$ cat config.mk
export PLATFORM = sky130hd
export DESIGN_NAME = free_list
export DESIGN_NICKNAME = d
export VERILOG_FILES = /design/src/rtl/free_list_pkg.sv /design/src/rtl/free_list.sv
export SDC_FILE = /design/constraint.sdc
export NUM_CORES = 1
export LEC_CHECK = 0
export CAP_MARGIN = 15
export CORE_MARGIN = 2
export CORE_UTILIZATION = 35
export DETAILED_ROUTE_END_ITERATION = 10
export RECOVER_POWER = 100
export SYNTH_ARGS = -nofsm -noshare
export SYNTH_HDL_FRONTEND = slang
export SYNTH_SLANG_ARGS = --single-unit
$ cat constraint.sdc
create_clock -name clock -period 4.5 [get_ports clock]
set_input_delay 0.45 -clock clock [delete_from_list [all_inputs] [get_ports clock]]
set_output_delay 0.45 -clock clock [all_outputs]
set_load 0.05 [all_outputs]
$ cat src/rtl/free_list_pkg.sv
// Shared rename-interface types: physical tag type, free-list pointer type,
// the free list's request/response packets and its reset response.
package free_list_pkg;

    localparam int NUM_PR   = 64;
    localparam int NUM_FL   = NUM_PR - 32;
    localparam int NUM_ROB  = 32;
    localparam int PR_W     = $clog2(NUM_PR);
    localparam int FL_IDX_W = $clog2(NUM_FL);
    localparam int FL_PTR_W = FL_IDX_W + 1;
    localparam int ROB_W    = $clog2(NUM_ROB);

    typedef logic [PR_W-1:0]     T_t;
    typedef logic [FL_PTR_W-1:0] FL_PTR_t;
    typedef logic [ROB_W-1:0]    ROB_IDX_t;

    typedef struct packed {
        logic     dispatch_en;
        ROB_IDX_t ROB_tail_idx;
        logic     retire_en;
        T_t       T_old;
        logic     rollback_en;
        ROB_IDX_t ROB_rollback_idx;
    } FREE_LIST_PACKET_IN;

    typedef struct packed {
        T_t      T_idx;
        logic    free_valid;
        FL_PTR_t free_num;
    } FREE_LIST_PACKET_OUT;

    localparam FREE_LIST_PACKET_OUT FREE_LIST_RESET = '{
        T_idx:      T_t'(NUM_PR - NUM_FL),
        free_valid: 1'b1,
        free_num:   FL_PTR_t'(NUM_FL)
    };

    // Slot i of a freshly reset list holds the i-th tag above the architectural registers.
    function automatic T_t reset_tag(input int i);
        return T_t'(NUM_PR - NUM_FL + i);
    endfunction

endpackage

$ cat src/rtl/free_list.sv
// Circular FIFO of free physical tags with a head snapshot per ROB entry,
// so a branch rollback frees every squashed tag in one cycle.
module free_list
    import free_list_pkg::*;
(
    input  logic                clock,
    input  logic                reset,
    input  logic                en,
    input  logic                dispatch_en,
    input  logic [ROB_W-1:0]    ROB_tail_idx,
    input  logic                retire_en,
    input  logic [PR_W-1:0]     T_old,
    input  logic                rollback_en,
    input  logic [ROB_W-1:0]    ROB_rollback_idx,
    output logic [PR_W-1:0]     T_idx,
    output logic                free_valid,
    output logic [FL_PTR_W-1:0] free_num
);

    FREE_LIST_PACKET_IN  in_pkt_s;
    FREE_LIST_PACKET_OUT out_pkt_s;

    T_t      entry_r       [NUM_FL];
    FL_PTR_t backup_head_r [NUM_ROB];
    FL_PTR_t head_r;
    FL_PTR_t tail_r;

    FL_PTR_t free_num_s;
    logic    free_valid_s;
    logic    full_s;
    logic    pop_s;
    logic    push_s;
    FL_PTR_t head_inc_s;
    FL_PTR_t head_nxt_s;
    FL_PTR_t tail_nxt_s;

    assign in_pkt_s = '{
        dispatch_en:      dispatch_en,
        ROB_tail_idx:     ROB_tail_idx,
        retire_en:        retire_en,
        T_old:            T_old,
        rollback_en:      rollback_en,
        ROB_rollback_idx: ROB_rollback_idx
    };

    // Wrap-bit pointers make tail - head the exact count, 0 through NUM_FL.
    always_comb begin
        free_num_s   = tail_r - head_r;
        free_valid_s = (free_num_s != FL_PTR_t'(0));
        full_s       = (free_num_s == FL_PTR_t'(NUM_FL));
    end

    assign out_pkt_s = '{
        T_idx:      entry_r[head_r[FL_IDX_W-1:0]],
        free_valid: free_valid_s,
        free_num:   free_num_s
    };

    assign T_idx      = out_pkt_s.T_idx;
    assign free_valid = out_pkt_s.free_valid;
    assign free_num   = out_pkt_s.free_num;

    // Next pointers: rollback beats pop; a push into a full list only lands when the head slot is vacated.
    always_comb begin
        pop_s      = in_pkt_s.dispatch_en && free_valid_s && !in_pkt_s.rollback_en;
        push_s     = in_pkt_s.retire_en && (!full_s || pop_s);
        head_inc_s = head_r + FL_PTR_t'(1);
        if (in_pkt_s.rollback_en) begin
            head_nxt_s = backup_head_r[in_pkt_s.ROB_rollback_idx];
        end else if (pop_s) begin
            head_nxt_s = head_inc_s;
        end else begin
            head_nxt_s = head_r;
        end
        if (push_s) begin
            tail_nxt_s = tail_r + FL_PTR_t'(1);
        end else begin
            tail_nxt_s = tail_r;
        end
    end

    // Pointer, tag storage and snapshot state; the snapshot records the post-allocation head.
    always_ff @(posedge clock) begin
        if (reset) begin
            head_r <= FL_PTR_t'(0);
            tail_r <= FL_PTR_t'(NUM_FL);
            for (int i = 0; i < NUM_FL; i++) begin
                entry_r[i] <= reset_tag(i);
            end
            for (int r = 0; r < NUM_ROB; r++) begin
                backup_head_r[r] <= FL_PTR_t'(0);
            end
        end else if (en) begin
            head_r <= head_nxt_s;
            tail_r <= tail_nxt_s;
            if (push_s) begin
                entry_r[tail_r[FL_IDX_W-1:0]] <= in_pkt_s.T_old;
            end
            if (pop_s) begin
                backup_head_r[in_pkt_s.ROB_tail_idx] <= head_inc_s;
            end
        end
    end

endmodule

==> run_results.csv <==
group,metric,value,unit
critical_path,crit_fanout,25,
power_and_ir_drop,power_leakage,6.43,nW
grt,grt_pass1_vias,11700,
grt,grt_max_degree,49,
critical_path,cp-start-kind,"register",
synthesis,yosysMostFrequentCell,"edfxtp_1",
sta,setup_slack,282,ps
die,num_io_pins,35,
die,rows,84,
final_layout,drive_gt1_share,14.5,%
synthesis,async_flop_share,0,%
clock_tree,postCtsHoldBufs,0,
sta,holdWs,477,ps
detailed_routing,antenna_left,0,
sta,setup_viol,0,
critical_path,path_class,"reg2out",
die,start_util,35.5,%
final_layout,diodes,0,
die,chipWidth,235,um
clock_tree,postCtsSetupBuffers,0,
sta,worst_slew_pin_slew,1340,ps
placed_design,pre_cts_ws,588,ps
die,dieArea,55200,um2
sta,grt_setup_unrepaired,"false",
synthesis,synth.yosys.warnings,0,
critical_path,cp.required,4050,ps
detailed_routing,drt_pass1_iterations,8,
detailed_routing,drt_iter0_markers,1410,
clock_tree,cts_resized,0,
sta,hold_violations,0,
synthesis,synthesis.area,18700,um2
status,status,"complete, no violations",
detailed_routing,wl_per_cell,23.7,um
clock_tree,cts_tree,"built",
sta,max_slew_margin,10.4,%
grt,grt_overflow,0,
min_path,hp-class,"in2reg",
placed_design,dp.cells,2069,
detailed_routing,drc_errors,0,
final_layout,fill_cells,4853,
power_and_ir_drop,power_density,425,nW/um2
synthesis,synth_top_area_share,61.8,%
job,drv_cap,0,
clock_tree,cts.sinks,401,
synthesis,postSynthCellCount,1397,
synthesis,syn_avg_cell_area,13.4,um2
final_layout,seq_area,11900,um2
synthesis,yosysTopAreaCell,"edfxtp_1",
sta,slew_violations,0,
sta,skew,19.2,ps
final_layout,multiInputGateArea,6240,um2
grt,grt_pass1_wl,76500,um
detailed_routing,avgViaCountPerCell,5.57,
placed_design,dp_hpwl,34400,um
die,die_h,235,um
die,coreArea,52700,um2
critical_path,critPathArrivalTime,3770,ps
sta,finalSetupTns,0,ps
synthesis,synth_cell_type_count,53,
grt,grt_antenna_before_repair,0,
synthesis,synth.area.top_cells,"edfxtp_1 (62%), mux4_2 (12%), nor2_1 (4.9%)",
synthesis,synth_flop_cell,"edfxtp_1",
placed_design,postPlaceCellArea,19900,um2
final_layout,final_cell_count_no_fill,2153,
power_and_ir_drop,vdd_drop_max,283,uV
synthesis,synth_edf_count,384,
synthesis,yosysSeqAreaShare,63.6,%
clock_tree,clk_pin_slew,60,ps
final_layout,area_delta_synth_final,13.8,%
sta,maxClockFrequency,0.237,GHz
detailed_routing,wl,50900,um
clock_tree,root_buffer,"clkbuf_16",
synthesis,ys_top_cells_by_count,"edfxtp_1 (384), nor2_1 (243), nand2_1 (190)",
clock_tree,clk_path_buf_depth,3,
clock_tree,htreeDepth,2,
critical_path,crit_path_end_kind,"output port",
synthesis,synthesis.nets,1430,
placed_design,globalplace.congestion,0.878,
final_layout,fin_area,21200,um2
clock_tree,worstSkewPairLatency,570,ps
placed_design,portBuffers,34,
synthesis,ys_seq_elements,401,
clock_tree,numCtsBuffers,44,
grt,grt_use_total,18.3,%
final_layout,nets,1462,
sta,min_period,4220,ps
sta,min_period_over_period,93.7,%
detailed_routing,via_count,12000,
[stage by stage]
step	utilization (%)	power [mW]
final	40.3	9.03
after global routing	40.3	9.28
after CTS	40.6	9.09
after detailed placement	37.7	5.28
after global placement	37.7	5.27
after floorplan	-	4.91
[cells by family (layout without fill, tap and decap cells)]
group | count (synthesis) | in the layout | share of synthesized area [%]
flip-flops | 401 | 401 | 63.6
multiplexers | 129 | 129 | 13.4
buffers and inverters | 123 | 191 | 2.90
AND/OR/NAND/NOR | 597 | 597 | 14.1
adder cells (fa/ha/maj) | 11 | 11 | 0.778
XOR/XNOR | 12 | 12 | 0.563
AO/OA/AOI/OAI | 124 | 124 | 4.63
[worst paths after layout]
check                           slack, ps  cells past startpoint       from                   end
worst max-delay path                  280                      5   register              T_idx[1]
worst max register to register        400                     12  tail_r[0]  backup_head_r[17][2]
worst min register to register        540                      2  head_r[5]             head_r[5]
worst min-delay path                  480                      3      reset             tail_r[1]
[state kept, by name, summed over array words and instances (netlist names), named ones only]
| register | cells |
|---|---|
| backup_head_r | 192 |
| entry_r | 192 |
| head_r | 6 |
| tail_r | 6 |
[final cells by class]
type,instances,area share (%)
flip-flops and latches,401,55.9
well taps,688,4.05
clock inverters,23,1.38
multi-input cells,873,29.4
clock buffers,59,5.88
repair buffers,96,3.16
inverters,13,0.230
[metal layers]
layer / GRT usage, % / vias to the layer above / wire (um)
li1: - / 5312 / -
met1: 26.6 / 6073 / 22100
met3: 2.84 / 74 / 4070
met5: 0 / - / 0
met4: 4.89 / 0 / 1160
met2: 28.6 / 528 / 23600
[report_power, final]
part           switching [mW]  internal (mW)  total, mW
combinational           0.619          0.314      0.932
clock                    1.50           2.35       3.85
sequential             0.0676           4.18       4.25
total                    2.19           6.84       9.03
[worst max-delay path, stage by stage (launching register included)]
cell and delay [ps]:
dfxtp_4 700, buf_12 310, mux4_2 610, mux4_2 500, mux2_2 270, dlygate4sd3_1 760
[placed cells by master (no fill, tap or decap), types with 21 or more instances in the layout]
cell	instances
mux2i_1	26
o21ai_0	21
edfxtp_1	384
mux4_2	96
o31ai_1	24
nand2_1	190
a21o_1	22
nor2_1	243
clkbuf_16	45
clkbuf_1	47
nor3_1	41
nor4_1	30
Note: power is estimated with default switching activity, not from simulation.
